**src/rtl/ram_audio_pkg.sv**
```systemverilog
// Shared types for the audio record/playback sequencer.
package ram_audio_pkg;

  localparam int LED_W = 8;

  typedef enum logic [2:0] {
    S_IDLE     = 3'd0,
    S_WR_SET   = 3'd1,
    S_WR_WAIT  = 3'd2,
    S_WR_PULSE = 3'd3,
    S_RD_SET   = 3'd4,
    S_RD_WAIT  = 3'd5,
    S_RD_DATA  = 3'd6,
    S_DONE     = 3'd7
  } state_e;

  typedef enum logic [1:0] {
    MODE_NONE = 2'd0,
    MODE_REC  = 2'd1,
    MODE_PLY  = 2'd2
  } mode_e;

  // Exactly one request selects a mode; both or neither means no operation.
  function automatic mode_e decode_mode(input logic rec_req, input logic ply_req);
    if (rec_req && !ply_req) return MODE_REC;
    if (ply_req && !rec_req) return MODE_PLY;
    return MODE_NONE;
  endfunction

endpackage

```
**src/rtl/ram_audio_sat_cnt.sv**
```systemverilog
// Saturating up-counter with synchronous clear; sticks at all-ones.
module ram_audio_sat_cnt #(
  parameter int WIDTH = 8
) (
  input  logic             clk_i,
  input  logic             clr_i,
  input  logic             inc_i,
  output logic [WIDTH-1:0] cnt_o
);

  logic [WIDTH-1:0] cnt_q, cnt_d;

  // Next count: clear wins, increment stops at the ceiling.
  always_comb begin
    cnt_d = cnt_q;
    if (clr_i)                     cnt_d = '0;
    else if (inc_i && cnt_q != '1) cnt_d = cnt_q + 1'b1;
  end

  // Count register.
  always_ff @(posedge clk_i) begin
    cnt_q <= cnt_d;
  end

  assign cnt_o = cnt_q;

endmodule

```
**src/rtl/ram_audio_ctrl.sv**
```systemverilog
// Record/playback sequencer between the codec sample strobe and a RAM port.
// Records samples into [addr_start, addr_end), remembers how far it got,
// and plays back with a read request / ack handshake, counting underruns.
// Optional build macro RAM_AUDIO_LOOP_EN: playback wraps to addr_start at the
// region limit instead of finishing.
module ram_audio_ctrl
  import ram_audio_pkg::*;
#(
  parameter int                ADDR_W    = 26,
  parameter int                DATA_W    = 16,
  parameter logic [ADDR_W-1:0] ADDR_STEP = ADDR_W'(1),
  parameter int                UNDR_W    = 8
) (
  input  logic              clk,
  input  logic              reset,
  input  logic              ram_rdy,
  input  logic              audio_rdy,
  input  logic              record,
  input  logic              play,
  input  logic [ADDR_W-1:0] addr_start,
  input  logic [ADDR_W-1:0] addr_end,
  input  logic [DATA_W-1:0] rec_sample,
  input  logic              rd_valid,
  input  logic [DATA_W-1:0] rd_data,
  output logic              write_enb,
  output logic [DATA_W-1:0] wr_data,
  output logic              read_req,
  output logic              read_ack,
  output logic [ADDR_W-1:0] addr,
  output logic [DATA_W-1:0] play_sample,
  output logic              busy,
  output logic              done,
  output logic [UNDR_W-1:0] underrun_cnt,
  output logic [LED_W-1:0]  leds
);

  state_e              state_q, state_d;
  mode_e               mode_q, mode_d;     // mode that started the current operation
  mode_e               mode_in;
  logic [ADDR_W-1:0]   addr_q, addr_d;
  logic [ADDR_W-1:0]   lim_q, lim_d;
  logic [ADDR_W-1:0]   rec_end_q, rec_end_d;
  logic                rec_len_vld_q, rec_len_vld_d;
  logic [DATA_W-1:0]   wr_data_q, wr_data_d;
  logic [DATA_W-1:0]   play_sample_q, play_sample_d;
  logic [LED_W-1:0]    leds_q, leds_d;
  logic                write_enb_q, write_enb_d;
  logic                read_req_q, read_req_d;
  logic                read_ack_q, read_ack_d;
  logic                busy_q, busy_d;
  logic                done_q, done_d;
  logic                undr_inc;

  assign mode_in = decode_mode(record, play);

  // Next state and next outputs; strobes default low so they last one cycle.
  always_comb begin
    state_d       = state_q;
    mode_d        = mode_q;
    addr_d        = addr_q;
    lim_d         = lim_q;
    rec_end_d     = rec_end_q;
    rec_len_vld_d = rec_len_vld_q;
    wr_data_d     = wr_data_q;
    play_sample_d = play_sample_q;
    leds_d        = leds_q;
    write_enb_d   = 1'b0;
    read_req_d    = 1'b0;
    read_ack_d    = 1'b0;
    undr_inc      = 1'b0;
    // RAM not ready: everything holds and the strobes stay low.
    if (ram_rdy) begin
      if (state_q != S_IDLE && mode_in != mode_q) begin
        // Mode dropped or changed: abandon the operation, including any
        // outstanding read, without acknowledging it.
        state_d = S_IDLE;
      end else begin
        case (state_q)
          S_IDLE: begin
            if (mode_in == MODE_REC) begin
              state_d = S_WR_SET;
              mode_d  = MODE_REC;
            end else if (mode_in == MODE_PLY) begin
              state_d = S_RD_SET;
              mode_d  = MODE_PLY;
            end
          end
          S_WR_SET: begin
            addr_d  = addr_start;
            lim_d   = addr_end;
            state_d = S_WR_WAIT;
          end
          S_WR_WAIT: begin
            if (addr_q >= lim_q) begin
              state_d = S_DONE;
            end else if (audio_rdy) begin
              write_enb_d = 1'b1;
              wr_data_d   = rec_sample;
              state_d     = S_WR_PULSE;
            end
          end
          S_WR_PULSE: begin
            // Address moves only after the strobe cycle so it is stable with write_enb.
            addr_d        = addr_q + ADDR_STEP;
            leds_d        = addr_q[LED_W-1:0];
            rec_end_d     = addr_q + ADDR_STEP;
            rec_len_vld_d = 1'b1;
            state_d       = S_WR_WAIT;
          end
          S_RD_SET: begin
            addr_d  = addr_start;
            lim_d   = rec_len_vld_q ? rec_end_q : addr_end;
            state_d = S_RD_WAIT;
          end
          S_RD_WAIT: begin
            if (addr_q >= lim_q) begin
`ifdef RAM_AUDIO_LOOP_EN
              addr_d  = addr_start;
`else
              state_d = S_DONE;
`endif
            end else if (audio_rdy) begin
              read_req_d = 1'b1;
              state_d    = S_RD_DATA;
            end
          end
          S_RD_DATA: begin
            // A strobe while still waiting for data is lost and only counted.
            if (audio_rdy) undr_inc = 1'b1;
            if (rd_valid) begin
              play_sample_d = rd_data;
              read_ack_d    = 1'b1;
              addr_d        = addr_q + ADDR_STEP;
              leds_d        = addr_q[LED_W-1:0];
              state_d       = S_RD_WAIT;
            end
          end
          S_DONE: begin
            state_d = S_DONE;
          end
          default: state_d = S_IDLE;
        endcase
      end
    end
    busy_d = (state_d != S_IDLE) && (state_d != S_DONE);
    done_d = (state_d == S_DONE);
  end

  // State and registered outputs with synchronous reset.
  always_ff @(posedge clk) begin
    if (reset) begin
      state_q       <= S_IDLE;
      mode_q        <= MODE_NONE;
      addr_q        <= '0;
      lim_q         <= '0;
      rec_end_q     <= '0;
      rec_len_vld_q <= 1'b0;
      wr_data_q     <= '0;
      play_sample_q <= '0;
      leds_q        <= '0;
      write_enb_q   <= 1'b0;
      read_req_q    <= 1'b0;
      read_ack_q    <= 1'b0;
      busy_q        <= 1'b0;
      done_q        <= 1'b0;
    end else begin
      state_q       <= state_d;
      mode_q        <= mode_d;
      addr_q        <= addr_d;
      lim_q         <= lim_d;
      rec_end_q     <= rec_end_d;
      rec_len_vld_q <= rec_len_vld_d;
      wr_data_q     <= wr_data_d;
      play_sample_q <= play_sample_d;
      leds_q        <= leds_d;
      write_enb_q   <= write_enb_d;
      read_req_q    <= read_req_d;
      read_ack_q    <= read_ack_d;
      busy_q        <= busy_d;
      done_q        <= done_d;
    end
  end

  ram_audio_sat_cnt #(
    .WIDTH (UNDR_W)
  ) u_undr_cnt (
    .clk_i (clk),
    .clr_i (reset),
    .inc_i (undr_inc),
    .cnt_o (underrun_cnt)
  );

  assign write_enb   = write_enb_q;
  assign wr_data     = wr_data_q;
  assign read_req    = read_req_q;
  assign read_ack    = read_ack_q;
  assign addr        = addr_q;
  assign play_sample = play_sample_q;
  assign busy        = busy_q;
  assign done        = done_q;
  assign leds        = leds_q;

endmodule

```
**config.mk**
```make
export PLATFORM = sky130hd
export DESIGN_NAME = ram_audio_ctrl
export DESIGN_NICKNAME = d
export VERILOG_FILES = /design/src/rtl/ram_audio_pkg.sv /design/src/rtl/ram_audio_sat_cnt.sv /design/src/rtl/ram_audio_ctrl.sv
export SDC_FILE = /design/constraint.sdc
export NUM_CORES = 1
export LEC_CHECK = 0
export ABC_CLOCK_PERIOD_IN_PS = 2900
export CAP_MARGIN = 20
export CELL_PAD_IN_SITES_DETAIL_PLACEMENT = 0
export CELL_PAD_IN_SITES_GLOBAL_PLACEMENT = 1
export CORE_ASPECT_RATIO = 0.75
export CORE_MARGIN = 2
export CORE_UTILIZATION = 37
export DETAILED_ROUTE_END_ITERATION = 10
export GPL_TIMING_DRIVEN = 0
export PLACE_DENSITY = 0.92
export SETUP_SLACK_MARGIN = 0.2
export SLEW_MARGIN = 0
export SYNTH_ARGS = -nofsm -noshare
export SYNTH_HDL_FRONTEND = slang
export SYNTH_SLANG_ARGS = --single-unit
```
**constraint.sdc**
```tcl
create_clock -name clk -period 2.9 [get_ports clk]
set_clock_uncertainty 0.1 [all_clocks]
set_input_delay 0.58 -clock clk [delete_from_list [all_inputs] [get_ports clk]]
set_output_delay 0.58 -clock clk [all_outputs]
set_load 0.005 [all_outputs]
```
==> summary.md, run 1 <==
- **run status** finished clean
- **most used flip-flop cell after synthesis** sky130_fd_sc_hd__dfxtp_1
- **fmax** 0.373 GHz
- **most frequent cell after synthesis** sky130_fd_sc_hd__nor2_1
- **reported net switching power** 1.39 mW
- **I/O pin total** 170
- **number of antenna violations at the first check in global routing** 0
- **number of buffers added on ports** 168
- **number of diodes added for antenna fixing** 0
- **global-route wire length before repair** 33.6 mm
- **Detailed Route WL** 21.9 mm
- **worst IR drop on VDD** 0.351 mV
- **GR Overflow Total** 0
- **core region area** 18300 um2
- **number of buffers created by CTS** 17
- **endpoints failing hold** 0
- **Die X-Extent** 161 um
- **met2 layer wire length in the routed design** 9.43 mm
- **clock root buffer** sky130_fd_sc_hd__clkbuf_16
- **Initial Util** 0.374
- **Clk network pwr share** 0.426
- **Total Neg Setup Slack** 0 ns
- **standard-cell rows** 43
- **Die Footprint** 19600 um2
- **number of warnings printed during yosys synthesis** 0
- **initial DRC count** 490
- **part of the total power dissipated in sequential elements** 0.397
- **total power** 5.02 mW
- **number of nets still failing antenna checks after routing** 0
- **top post-synthesis cells by area** sky130_fd_sc_hd__dfxtp_1, sky130_fd_sc_hd__mux2i_1, sky130_fd_sc_hd__nor2_1
- **pin count of the biggest net entering global routing** 17
- **Worst Path Class, Setup** input pin to register
- **dominant cell type by area after synthesis** sky130_fd_sc_hd__dfxtp_1
- **clock input transition at the sequential cells of the worst setup and hold paths** 0.06 ns
- **Setup crit end kind** register
- **Leak** 3.50 nW
- **worst-skew pair later-pin latency** 0.43 ns
- **sequential cell area fraction in the yosys report** 0.401
- **CTS sink count** 137
- **DR WL met3** 2.05 mm
- **Power Internal** 3.63 mW
- **highest metal layer with signal wires** met4
- **vias in the first global route** 6072
- **Post-synth EDFFs** 0
- **Max clock buf depth** 2
- **critical path fanouts, max** 7
- **TritonCTS clock tree** done
- **Final Wtd Congestion** 0.848
- **part of the total power dissipated in combinational logic** 0.177
- **Required @ worst endpoint** 3.07 ns
- **cell count after synthesis** 787
- **number of optimization iterations in the first detailed-route pass** 5
- **max-slew violations** 0
- **P&R area growth vs syn** 41.5%
- **Post-synth top cells** sky130_fd_sc_hd__nor2_1, sky130_fd_sc_hd__dfxtp_1, sky130_fd_sc_hd__mux2i_1
- **average cell area after synthesis** 8.70 um2
- **max_cap viols** 0
- **Hold Path Class** register to register
- **net count after synthesis** 909
- **Setup crit start kind** input pin
- **Crit path arrival time** 2.86 ns
- **overall fraction of global-route tracks in use** 0.223
- **final cycle utilization of the critical path** 0.925
- **CTS HTree Levels** 4
- **filler instances** 1691
- **Setup-failing EPs final** 0
- **Power per Cell Area** 518 nW/um2
- **estimated wirelength of the detail-placed design** 16.0 mm
- **number of remaining DRC errors** 0
- **fraction of layout cells with a size suffix above 1** 0.101
- **Metal-1 WL** 10.1 mm
- **Sw Ratio** 0.277
- **Mapped Area** 6840 um2
- **final routed wire length divided by cell count** 17.6 um
- **library cells used by synthesis** 56
- **total of flip-flops plus latches after synthesis** 137
- **Relative slew margins** 0.499
- **time the final worst path needs with I/O delays and setup** 2.68 ns
- **unrepaired setup endpoints after global routing** yes
- **Post-layout nets** 1108
- **measured slew at the worst slew-check pin** 0.751 ns
- **detailed-route vias per instance** 5.29
- **share of flip-flops with an asynchronous set or reset after synthesis** 0
- **Die Ht** 122 um
- **vias post-DR** 6595
- **share of Yosys cell area claimed by the top area cell type** 0.401
-- flip-flops by register name, summed over array words and instances (netlist names), 2 cells and up --
signal	cells
play_sample	16
u_undr_cnt.cnt_o	8
leds	8
lim_q	26
wr_data	16
mode_q	2
state_q	3
rec_end_q	26
addr	26
-- logic make-up (layout without fill, tap and decap cells) --
logic type,after synthesis,count (layout),share of synthesized area
compound gates,157,157,0.156
xor+xnor,32,32,0.0410
fa+ha+maj,31,31,0.0567
buf+inv,92,304,0.0589
flops,137,137,0.401
mux,70,70,0.102
simple gates,268,268,0.185
-- layer usage --
layer  up-vias  track usage
met5         -            0
met4         0       0.0536
met3        22       0.0647
met2       294        0.334
met1      3113        0.315
li1       3166            -
-- layout by cell type (no fill, tap or decap), types with 14 or more instances in the layout --
cell type	synthesis	layout
sky130_fd_sc_hd__a211oi_1	54	53
sky130_fd_sc_hd__clkdlybuf4s50_1	0	166
sky130_fd_sc_hd__ha_1	31	28
sky130_fd_sc_hd__clkbuf_1	36	32
sky130_fd_sc_hd__inv_1	34	34
sky130_fd_sc_hd__mux2i_1	70	70
sky130_fd_sc_hd__nand4_1	14	14
sky130_fd_sc_hd__nor2_1	149	147
sky130_fd_sc_hd__clkbuf_16	0	17
sky130_fd_sc_hd__buf_4	5	15
sky130_fd_sc_hd__xnor2_1	18	16
sky130_fd_sc_hd__nand2_1	43	43
sky130_fd_sc_hd__xor2_1	14	14
sky130_fd_sc_hd__a21oi_1	43	43
sky130_fd_sc_hd__o21ai_0	15	14
sky130_fd_sc_hd__dfxtp_1	137	134
-- power by group through the flow --
stage / Combinational [mW] / Clock (mW) / Sequential, mW
after floorplan: 0.432 / 0 / 2.02
after global placement: 0.750 / 0 / 2.03
after detailed placement: 0.756 / 0 / 2.03
after CTS: 0.824 / 2.16 / 1.99
after global routing: 0.960 / 2.24 / 2.00
final: 0.888 / 2.14 / 1.99
-- critical path, cell delays in order --
cell                              delay [ns]
sky130_fd_sc_hd__clkdlybuf4s50_1        0.67
sky130_fd_sc_hd__nor4b_4                0.35
sky130_fd_sc_hd__a31oi_4                0.09
sky130_fd_sc_hd__buf_4                  0.19
sky130_fd_sc_hd__nor3_1                 0.19
sky130_fd_sc_hd__a2bb2oi_1              0.24
sky130_fd_sc_hd__o31ai_2                0.17
sky130_fd_sc_hd__a211oi_2               0.31
sky130_fd_sc_hd__a311oi_2               0.08
-- worst paths after layout --
kind	from	end	slack, ns	cells after the start
worst max-delay path	ram_rdy	busy	0.22	9
worst min-delay path	rec_len_vld_q	rec_len_vld_q	0.37	2
worst max register to register	addr[0]	busy	0.23	10
worst min register to register	rec_len_vld_q	rec_len_vld_q	0.37	2
-- layout make-up --
cell class / count / area, um2 / area share
inverters: 34 / 128 / 0.0132
flip-flops and latches: 137 / 2750 / 0.284
clock buffers: 21 / 450 / 0.0465
multi-input cells: 558 / 3840 / 0.396
plain buffers: 58 / 309 / 0.0319
well taps: 247 / 309 / 0.0319
clock inverters: 11 / 123 / 0.0127
repair buffers: 180 / 1780 / 0.183
-- through the flow --
step | util | instance area [um2] | instances | hold slack [ns] | worst slack (ns)
6_report | 0.529 | 9690 | 1246 | 0.373 | 0.217
5_1_grt | 0.529 | 9690 | 1246 | 0.414 | 0.140
4_1_cts | 0.522 | 9550 | 1239 | 0.375 | 0.208
3_5_place_dp | 0.483 | 8830 | 1202 | 0.361 | -0.729
3_3_place_gp | 0.483 | 8830 | 1202 | 0.350 | -0.748
2_1_floorplan | - | 6840 | 787 | 0.332 | 0.366
-- timing repair --
action | in CTS | in global routing
endpoints found under the setup margin | 102 | 72
hold endpoints to repair | 0 | 0
resized for setup | 27 | 20
hold buffers | 0 | 0
setup buffers | 5 | 7
pin swaps | 3 | 11
No activity file was read; power rests on OpenSTA's default activity.
==> inputs of run 2 (changes only) <==
--- a/config.mk
+++ b/config.mk
@@ -12,10 +12,12 @@
 export CORE_ASPECT_RATIO = 0.75
 export CORE_MARGIN = 2
 export CORE_UTILIZATION = 37
+export CTS_CLUSTER_SIZE = 14
 export DETAILED_ROUTE_END_ITERATION = 10
 export GPL_TIMING_DRIVEN = 0
 export PLACE_DENSITY = 0.92
 export SETUP_SLACK_MARGIN = 0.2
+export SKIP_CTS_REPAIR_TIMING = 1
 export SLEW_MARGIN = 0
 export SYNTH_ARGS = -nofsm -noshare
 export SYNTH_HDL_FRONTEND = slang
==> run 2 against run 1 <==
Global-route usage down 0.25 points. Routed wire length up 0.64%. Non-clock buffer count up 6. Die area unchanged. Largest cell class unchanged. Sequential power about the same. Sequential cell count unchanged. Setup slack better by 0.089 ns. Cell count up 0.48%. Clock power about the same.
==> summary.md, run 2 (same netlist as run 1, synthesis figures left out) <==
- **worst hold-check slack** 0.375 ns
- **final non-filler cell area** 9790 um2
- **Crit path arrival time** 2.81 ns
- **Max clock buf depth** 2
- **Finished Core Util** 0.535
- **core region area** 18300 um2
- **time the final worst path needs with I/O delays and setup** 2.59 ns
- **area of the multi-input gates** 3860 um2
- **Setup crit end kind** register
- **Leak** 3.55 nW
- **pin count of the biggest net entering global routing** 17
- **largest incremental delay on the critical path** 0.62 ns
- **fmax** 0.386 GHz
- **Die Ht** 122 um
- **number of nets still failing antenna checks after routing** 0
- **placed cell area** 8830 um2
- **area taken by flip-flops and latches** 2760 um2
- **global-route wire length before repair** 33.2 mm
- **run status** finished clean
- **measured slew at the worst slew-check pin** 0.738 ns
- **Relative slew margins** 0.508
- **crit path from** addr[8]
- **global route hottest layer** met2
- **Setup crit start kind** register
- **length in cells of the worst reg-to-reg path** 7
- **number of antenna violations at the first check in global routing** 0
- **CTS sink count** 137
- **number of buffers added on ports** 168
- **standard-cell rows** 43
- **GR Util met2** 0.327
- **I/O pin total** 170
- **TritonCTS clock tree** done
- **most common library cell in the layout ignoring fill and taps** sky130_fd_sc_hd__clkdlybuf4s50_1
- **Final Wtd Congestion** 0.848
- **clock input transition at the sequential cells of the worst setup and hold paths** 0.06 ns
- **max-slew violations** 0
- **number of diodes added for antenna fixing** 0
- **launch point of the worst reg-to-reg path** addr[8]
- **CTS HTree Levels** 4
- **P&R area growth vs syn** 43.1%
- **met1 Use GR** 0.315
- **max_cap viols** 0
- **final routed wire length divided by cell count** 17.6 um
- **initial DRC count** 477
- **detailed-route vias per instance** 5.27
- **Detailed Route WL** 22.0 mm
- **met3 usage** 0.0616
- **overall fraction of global-route tracks in use** 0.220
- **Initial Util** 0.374
- **fraction of layout cells with a size suffix above 1** 0.114
- **Power per Cell Area** 514 nW/um2
- **list of cells traversed by the critical path** ha_1 -> nand2_1 -> o211ai_1 -> nor4bb_4 -> o31ai_2 -> and2_1 -> a311oi_1
- **reg-to-reg setup timing slack** 0.31 ns
- **highest-delay cell along the critical path** sky130_fd_sc_hd__nor4bb_4
- **filler instances** 1674
- **number of buffers created by CTS** 17
- **number of optimization iterations in the first detailed-route pass** 5
- **Post-layout nets** 1114
- **worst-skew pair later-pin latency** 0.42 ns
- **Hold Path Class** register to register
- **Die Footprint** 19600 um2
- **unrepaired setup endpoints after global routing** no
- **clock root buffer** sky130_fd_sc_hd__clkbuf_16
- **number of remaining DRC errors** 0
- **final cycle utilization of the critical path** 0.894
- **GR Overflow Total** 0
- **estimated wirelength of the detail-placed design** 16.0 mm
- **commonest non-fill, non-tap cells in the layout** sky130_fd_sc_hd__clkdlybuf4s50_1, sky130_fd_sc_hd__nor2_1, sky130_fd_sc_hd__dfxtp_1
- **endpoints failing hold** 0
- **critical path fanouts, max** 6
- **Setup-failing EPs final** 0
- **vias in the first global route** 6009
- **Required @ worst endpoint** 3.12 ns
- **Setup crit end** busy
- **vias post-DR** 6597
- **Die X-Extent** 161 um
- **terminus of the critical flop-to-flop path** busy
- **worst IR drop on VDD** 0.355 mV
- **Worst Path Class, Setup** register to register
## run 2: how the worst min path moves through the flow
stage                       start       endpoint  slack (ns)  cells after the start
global route           wr_data[7]     wr_data[7]        0.41                      2
floorplan           rec_len_vld_q  rec_len_vld_q        0.33                      2
CTS                 rec_len_vld_q  rec_len_vld_q        0.37                      2
global placement    rec_len_vld_q  rec_len_vld_q        0.35                      2
finish              rec_len_vld_q  rec_len_vld_q        0.38                      2
detailed placement  rec_len_vld_q  rec_len_vld_q        0.36                      2
## run 2: layout make-up
cell class	count	share of cell area
Multi-Input combinational cell	558	0.394
Sequential cell	137	0.282
Timing Repair Buffer	186	0.188
Clock buffer	21	0.0460
Buffer	58	0.0327
Tap cell	247	0.0316
Inverter	34	0.0130
Clock inverter	11	0.0125
## run 2: per-layer routing
| layer | part of all wire | vias up |
|---|---|---|
| met3 | 0.092 | 24 |
| met1 | 0.47 | 3115 |
| met2 | 0.43 | 283 |
| met5 | 0 | - |
| li1 | - | 3175 |
| met4 | 0.013 | 0 |
## run 2: worst max-delay path: cells and delay by family, from the launching register on
family          cells  cell delay, ns
compound gates      3            0.77
fa+ha+maj           1            0.34
flops               1            0.39
simple gates        3            0.89
## run 2: through the flow
| step | setup TNS [ns] | instances | power (mW) | setup slack (ns) |
|---|---|---|---|---|
| after floorplan | 0 | 787 | 2.45 | 0.366 |
| after global placement | -49.81 | 1202 | 2.78 | -0.748 |
| after detailed placement | -50.36 | 1202 | 2.79 | -0.729 |
| after CTS | -10.01 | 1234 | 4.91 | -0.303 |
| after global routing | 0 | 1252 | 5.21 | 0.178 |
| final | 0 | 1252 | 5.03 | 0.306 |
## run 2: report_power, final
part	switching (mW)	internal (mW)	total, mW
clock	0.853	1.29	2.14
sequential	0.0450	1.94	1.99
combinational	0.499	0.405	0.904
total	1.40	3.64	5.03
